## src/rtl/tx_rd_req_tlp_gen_pkg.sv

```systemverilog
// Shared constants and FSM encoding for the 512-byte memory-read request generator.
package tx_rd_req_tlp_gen_pkg;

  typedef enum logic [2:0] {
    ST_IDLE = 3'd0,
    ST_ARB  = 3'd1,
    ST_HDR0 = 3'd2,
    ST_HDR1 = 3'd3,
    ST_WAIT = 3'd4
  } state_e;

  // {fmt[1:0], type[4:0]} for 4DW and 3DW memory reads
  localparam logic [6:0] FMT_TYPE_MRD64 = 7'b01_00000;
  localparam logic [6:0] FMT_TYPE_MRD32 = 7'b00_00000;

  localparam logic [9:0] CHUNK_LEN_DW = 10'h080;
  localparam logic [3:0] BE_ALL       = 4'hF;

  localparam logic [7:0] TREM_N_BOTH_DW  = 8'h00;
  localparam logic [7:0] TREM_N_UPPER_DW = 8'h0F;

endpackage

```

## src/rtl/tx_rd_req_tlp_gen_hdr_build.sv

```systemverilog
// Combinational MemRd header assembly: two 64-bit TRN beats from address, tag and requester ID.
module tlp_mrd_hdr_build
  import tx_rd_req_tlp_gen_pkg::*;
(
  input  logic [63:0] addr_i,
  input  logic [4:0]  tag_i,
  input  logic [15:0] req_id_i,
  input  logic        mrd32_i,
  output logic [63:0] beat0_o,
  output logic [63:0] beat1_o,
  output logic [7:0]  beat1_trem_n_o
);

  logic [6:0]  fmt_type;
  logic [31:0] dw0;
  logic [31:0] dw1;
  logic [31:0] addr_lo;

  assign fmt_type = mrd32_i ? FMT_TYPE_MRD32 : FMT_TYPE_MRD64;
  // R, fmt/type, R, TC, R, TD, EP, attr, R, length
  assign dw0      = {1'b0, fmt_type, 1'b0, 3'b000, 4'b0000, 1'b0, 1'b0, 2'b00, 2'b00, CHUNK_LEN_DW};
  assign dw1      = {req_id_i, 3'b000, tag_i, BE_ALL, BE_ALL};
  assign addr_lo  = addr_i[31:0] & 32'hFFFF_FFFC;

  assign beat0_o        = {dw0, dw1};
  assign beat1_o        = mrd32_i ? {addr_lo, 32'h0000_0000} : {addr_i[63:32], addr_lo};
  assign beat1_trem_n_o = mrd32_i ? TREM_N_UPPER_DW : TREM_N_BOTH_DW;

endmodule

```

## src/rtl/tx_rd_req_tlp_gen.sv

```systemverilog
// Issues one 512-byte MemRd TLP per read_chunk request on the TRN TX interface.
// Optional MRD32_FALLBACK_EN: addresses below 4 GiB go out as 3DW MemRd32.
module tx_rd_req_tlp_gen
  import tx_rd_req_tlp_gen_pkg::*;
(
  input  logic        trn_clk,
  input  logic        reset_n,
  input  logic        read_chunk,
  input  logic [63:0] huge_page_addr_read_from,
  output logic        read_chunk_ack,
  input  logic [15:0] cfg_completer_id,
  output logic        tx_arb_req,
  input  logic        tx_arb_gnt,
  output logic [63:0] trn_td,
  output logic [7:0]  trn_trem_n,
  output logic        trn_tsof_n,
  output logic        trn_teof_n,
  output logic        trn_tsrc_rdy_n,
  output logic        trn_tsrc_dsc_n,
  input  logic        trn_tdst_rdy_n,
  input  logic [5:0]  trn_tbuf_av
);

  state_e      state_q, state_d;
  logic [63:0] addr_q, addr_d;
  logic [4:0]  tag_q, tag_d;
  logic        ack_q, ack_d;
  logic        start;
  logic        use_mrd32;
  logic [63:0] beat0;
  logic [63:0] beat1;
  logic [7:0]  beat1_trem_n;

  // The address must be captured on the very first cycle of read_chunk.
  assign start = (state_q == ST_IDLE) && read_chunk && (trn_tbuf_av != 6'd0);

`ifdef MRD32_FALLBACK_EN
  logic mrd32_q;

  always_ff @(posedge trn_clk or negedge reset_n) begin
    if (!reset_n)   mrd32_q <= 1'b0;
    else if (start) mrd32_q <= (huge_page_addr_read_from[63:32] == 32'h0);
  end

  assign use_mrd32 = mrd32_q;
`else
  assign use_mrd32 = 1'b0;
`endif

  // NOTE: every variable gets a default before the case so no path leaves it unassigned (no latch).
  always_comb begin
    state_d = state_q;
    addr_d  = addr_q;
    tag_d   = tag_q;
    ack_d   = 1'b0;
    case (state_q)
      ST_IDLE: if (start) begin
        addr_d  = huge_page_addr_read_from;
        state_d = ST_ARB;
      end
      ST_ARB:  if (tx_arb_gnt) state_d = ST_HDR0;
      ST_HDR0: if (!trn_tdst_rdy_n) state_d = ST_HDR1;
      ST_HDR1: if (!trn_tdst_rdy_n) begin
        ack_d   = 1'b1;
        tag_d   = tag_q + 5'd1;
        state_d = ST_WAIT;
      end
      ST_WAIT: if (!read_chunk) state_d = ST_IDLE;
      default: state_d = ST_IDLE;
    endcase
  end

  // NOTE: state registers use non-blocking assignments so all of them update together at the edge.
  always_ff @(posedge trn_clk or negedge reset_n) begin
    if (!reset_n) begin
      state_q <= ST_IDLE;
      addr_q  <= '0;
      tag_q   <= '0;
      ack_q   <= 1'b0;
    end else begin
      state_q <= state_d;
      addr_q  <= addr_d;
      tag_q   <= tag_d;
      ack_q   <= ack_d;
    end
  end

  // tag_q only advances after EOF is accepted, so it already holds the latched tag for the whole TLP.
  tlp_mrd_hdr_build u_hdr (
    .addr_i         (addr_q),
    .tag_i          (tag_q),
    .req_id_i       (cfg_completer_id),
    .mrd32_i        (use_mrd32),
    .beat0_o        (beat0),
    .beat1_o        (beat1),
    .beat1_trem_n_o (beat1_trem_n)
  );

  // Outputs decode straight from the state register, so reset idles them asynchronously.
  always_comb begin
    tx_arb_req     = 1'b0;
    trn_tsof_n     = 1'b1;
    trn_teof_n     = 1'b1;
    trn_tsrc_rdy_n = 1'b1;
    trn_trem_n     = TREM_N_BOTH_DW;
    trn_td         = '0;
    case (state_q)
      ST_ARB:  tx_arb_req = 1'b1;
      ST_HDR0: begin
        tx_arb_req     = 1'b1;
        trn_tsof_n     = 1'b0;
        trn_tsrc_rdy_n = 1'b0;
        trn_td         = beat0;
      end
      ST_HDR1: begin
        tx_arb_req     = 1'b1;
        trn_teof_n     = 1'b0;
        trn_tsrc_rdy_n = 1'b0;
        trn_trem_n     = beat1_trem_n;
        trn_td         = beat1;
      end
      default: ;
    endcase
  end

  assign read_chunk_ack = ack_q;
  assign trn_tsrc_dsc_n = 1'b1;

endmodule
```

## config.mk

```make
export PLATFORM = sky130hd
export DESIGN_NAME = tx_rd_req_tlp_gen
export DESIGN_NICKNAME = d
export VERILOG_FILES = /design/src/rtl/tx_rd_req_tlp_gen_pkg.sv /design/src/rtl/tx_rd_req_tlp_gen_hdr_build.sv /design/src/rtl/tx_rd_req_tlp_gen.sv
export SDC_FILE = /design/constraint.sdc
export NUM_CORES = 1
export LEC_CHECK = 0
export CORE_MARGIN = 2
export CORE_UTILIZATION = 45
export CTS_CLUSTER_SIZE = 25
export DETAILED_ROUTE_END_ITERATION = 10
export GPL_ROUTABILITY_DRIVEN = 0
export HOLD_SLACK_MARGIN = 0.12
export PLACE_DENSITY_LB_ADDON = 0.2
export REMOVE_ABC_BUFFERS = 1
export SYNTH_ARGS = -nofsm -noshare
export SYNTH_HDL_FRONTEND = slang
export SYNTH_SLANG_ARGS = --single-unit
```

## constraint.sdc

```tcl
create_clock -name trn_clk -period 4.35 [get_ports trn_clk]
set_input_delay 0.87 -clock trn_clk [delete_from_list [all_inputs] [get_ports trn_clk]]
set_output_delay 0.87 -clock trn_clk [all_outputs]
set_load 0.02 [all_outputs]
```

### Word level (Yosys, flattened, before mapping)

Cells that the tools add are included.

| cells by class | value |
|---|---|
| bitwise logic cells | 1 |
| multiplexer cells | 13 |
| equality and inequality tests | 9 |
| reductions and logical operators | 9 |
| add/subtract/negate cells | 1 |

Operator list:

| cell | count |
|---|---|
| one-hot mux 64 bit (2 select lines) | 1 |
| two-way mux 3 bit | 5 |
| one-hot mux 3 bit (5 select lines) | 1 |
| != test 2 bit (second input constant) | 5 |
| equality test 3 x 2 -> 1 bit (second input constant) | 2 |
| two-way mux 1 bit | 6 |
| nonzero test 6 bit | 1 |
| adder 5 x 1 -> 5 bit (second input constant) | 1 |
| AND reduction 5 bit | 1 |
| AND reduction 2 bit | 2 |
| equality test 3 x 1 -> 1 bit (second input constant) | 1 |
| equality test 3 bit (second input constant) | 1 |
| logical NOT 3 bit | 1 |
| OR reduction 3 bit | 1 |
| logical AND 1 bit | 2 |
| OR reduction 2 bit | 1 |
| inverter 1 bit | 1 |

| word-level totals | value |
|---|---|
| bits in registers | 73 |
| logic and storage cells | 37 |
| bits of input ports | 91 |
| output and inout port bits | 78 |

### Logic depth before layout (Yosys ltp)

| logic depth | value |
|---|---|
| word-level depth | 5 |
| depth in mapped cells | 5 |
| mapped depth without buffers | 5 |

### Modules after synthesis

Synthesis repeated with hierarchy kept, for this count alone.

| unflattened totals | value |
|---|---|
| cells, all modules | 476 |
| area total of the unflattened synthesis | 5,137.4 sq um |

Modules (own cells, without submodules):

| module | seq. area each (sq um) | cells each | times used | area each (sq um) |
|---|---|---|---|---|
| tx_rd_req_tlp_gen | 1,826.8 | 331 | 1 | 3,861.2 |
| tlp_mrd_hdr_build | 0.0 | 145 | 1 | 1,276.2 |

### Worst setup path after synthesis

No wires, ideal clock.

| timing path | value |
|---|---|
| path type | flip-flop to output port |
| start | register state_q[2] |
| end | output trn_td[10] |
| cell stages (with the launch flop) | 5 |
| path slack | 2.035 ns |
| data arrival time | 1.445 ns |
| cell sequence | dfrtp_1 -> nor2_1 -> inv_1 -> buf_1 -> nor2_1 |

| between the ends | value |
|---|---|
| word-level cells in the longest chain between the ends | 2 |
| elaborated cells between the ends (all ways) | 3 |

RTL lines:

| item | line | text |
|---|---|---|
| start, declared | tx_rd_req_tlp_gen.sv:24 | `state_e state_q, state_d;` |
| start signal, assigned | tx_rd_req_tlp_gen.sv:81 | `state_q <= state_d;` |
| equality test 3 x 2 -> 1 bit | tx_rd_req_tlp_gen.sv:107 | `case (state_q)` |
| one-hot mux 64 bit (2 select lines) (*) | tx_rd_req_tlp_gen.sv:107 |  |
| end, declared | tx_rd_req_tlp_gen.sv:14 | `output logic [63:0] trn_td,` |

Every way passes the cells marked *; elsewhere a longest branch is shown, timed or not.

### Worst setup path in the final report

| timing path | value |
|---|---|
| start | register state_q[0] |
| end | output trn_td[12] |

The elaborated chain is that of the path after synthesis.

==> results.toml <==
[place]
place_area_mm2 = 0.00520
placed_cells = 520
hpwl_um = 5940
io_buffer_count = 157

[synthesis]
ys.flop_type = "dfrtp_1"
seq_area_frac_synth_pct = 48.8
synth_top_cell_area_share_pct = 48.8
ys_ff_latch = 71
synth_cells = 280
post-synth-top-count-cell = "dfrtp_1"
synthTopCellsByCount = "71 x dfrtp_1, 50 x mux2_4, 33 x and3_1, 25 x nor2_1, 21 x mux2i_1"
syn_area_mm2 = 0.00364
ys_warn_count = 0
synthTopCellsByArea = "dfrtp_1 49%, mux2_4 21%, mux2i_1 5.8%"
synth_edf_count = 0
synth.avg_cell_area_um2 = 13.0
synthDistinctLibCells = 30
yosys.area.top_type = "dfrtp_1"
synthArstFlopShare_pct = 100

[clock_tree]
h-tree-depth = 3
clockBufferDepth = 2
post_cts_resized = 0
clock-root-buffer = "clkbuf_8"
cts_tree = "done"
hold_buffers = 0
clock_sinks = 71
postCtsSetupBuffers = 0
clk_latency_ns = 0.33
cts_buffers = 9
clk_pin_slew_worst_paths_ns = 0.08

[detailed_routing]
detailedRoute.firstPassIterationCount = 4
ant_nets = 0
wl_per_cell_um = 16.3
viasPerCell = 4.99
remaining_drc_errors = 0
routed_wl_um = 8720
drt-initial-drc-count = 84
vias = 2677

[final_layout]
drive_above_1_share_pct = 18.4
area_growth_pct = 47.5
design_area_mm2 = 0.00537
seq_area_mm2 = 0.00178
instances_no_fill = 536
n_fill_cell = 595
nNetsFinal = 521
multiInputGateArea_mm2 = 0.00167
n_antenna_cell = 0

[critical_path]
cp-start-kind = "register"
end_kind = "output port"
cp.required_ns = 3.48
r2r_start = "state_q[0]"
criticalPathCategory = "reg -> out"
crit_start = "state_q[0]"
crit_arrival_ns = 2.46
cp_max_fo = 40

[status]
outcome = "complete, no violations"

[sta]
skew_ns = 0.00871
worstMarginPinSlew_ns = 0.902
maxSlewHeadroom_pct = 39.9
hold_viol = 0
setup_viol = 0
fmax_mhz = 301
fin_crit_ns = 3.33
tns_ns = 0
drv_slew = 0
final.period_utilization_pct = 76.4
rsz0062_at_grt = "false"

[global_route]
grt_pass1_vias = 2780
antenna_found_initial = 0
grt_use_total_pct = 20.1
overflow = 0
grt_start_max_net_pins = 72
grt_first_pass_wirelength_um = 13800

[floorplanning]
core_area_mm2 = 0.00777
die_area_mm2 = 0.00883
die_x_um = 94.0
num_rows = 32
die_h_um = 94.0
start_util_pct = 46.9
pin_count = 169

[flow_run]
cap_viol_max_count = 0

[pwr]
ir_worst_vdd_uv = 349
power_density_mw_per_mm2 = 680
p_leak_uw = 0.00243

[worst_hold_path]
holdCritPathClass = "reg -> reg"
worstHoldStart = "tag_q[4]"
==> sequential cells by signal (all words and copies together) (netlist names) <==
name / flops
addr_q: 62
tag_q: 5
read_chunk_ack: 1
state_q: 3
==> metal layers <==
layer | global-route usage [%] | vias to the layer above | part of all wire, %
met3 | 5.94 | 10 | 8.4
li1 | - | 1250 | -
met4 | 7.25 | 0 | 1.3
met5 | 0 | - | 0
met1 | 26.8 | 1305 | 44
met2 | 31.2 | 112 | 47
==> power breakdown <==
group          switching (uW)  internal [uW]
clock                     243            219
combinational             868           1100
sequential                231            991
total                    1340           2310
==> cells by family after synthesis <==
group,share of synthesized area [%]
DFF,48.8
xor gates and xnor gates,0.962
adders and majority gates,0.343
muxes,30.4
and+or+nand+nor,10.2
buffers and inverters,6.08
other,0.206
AOI/OAI and AO/OA,3.06
==> critical path, cell delays in order (launching register included) <==
cell and delay, ns:
dfrtp_2 0.75, buf_4 0.47, mux2i_1 0.13, nor2_1 0.11, clkdlybuf4s50_1 0.65
==> metrics by stage <==
step / total power, uW / utilization (%) / hold WS, ns / worst slack [ns]
after detailed placement: 3200 / 66.9 / 0.463 / 1.23
after global routing: 3880 / 69.2 / 0.502 / 0.849
final: 3650 / 69.2 / 0.473 / 1.02
after floorplan: 2450 / - / 0.445 / 0.339
after global placement: 3160 / 66.9 / 0.464 / 1.23
after CTS: 3690 / 69.2 / 0.478 / 0.996
==> area by class of cell <==
cell class,count,area share (%)
timing repair buffer,162,29.9
inverter,4,0.279
clock inverter,6,0.675
multi-input combinational,181,31.1
clock buffer,10,2.56
tap,102,2.37
sequential,71,33.1
==> cells in the final DEF, fill, tap and decap left out, drive strengths merged, types with 2 or more instances in the layout <==
master / Yosys / final
a21oi: 3 / 3
and3: 33 / 33
buf: 18 / 6
clkbuf: 13 / 10
clkdlybuf4s50: 0 / 156
clkinv: 0 / 5
conb: 2 / 9
dfrtp: 71 / 71
inv: 4 / 4
mux2: 63 / 63
mux2i: 21 / 21
nand2: 3 / 3
nand4: 2 / 2
nor2: 25 / 25
o21a: 8 / 8
xnor2: 3 / 3
==> worst paths after layout <==
path / end / slack (ns) / cells after the start
setup / recovery: trn_td[12] / 1.02 / 4
setup reg to reg: addr_q[32] / 1.84 / 4
max in group asynchronous: state_q[0] / 3.05 / 1
hold / removal: tag_q[4] / 0.47 / 1
hold reg to reg: tag_q[4] / 0.47 / 1
min in group asynchronous: addr_q[35] / 0.66 / 1
Power figures use the tool's default switching activity.
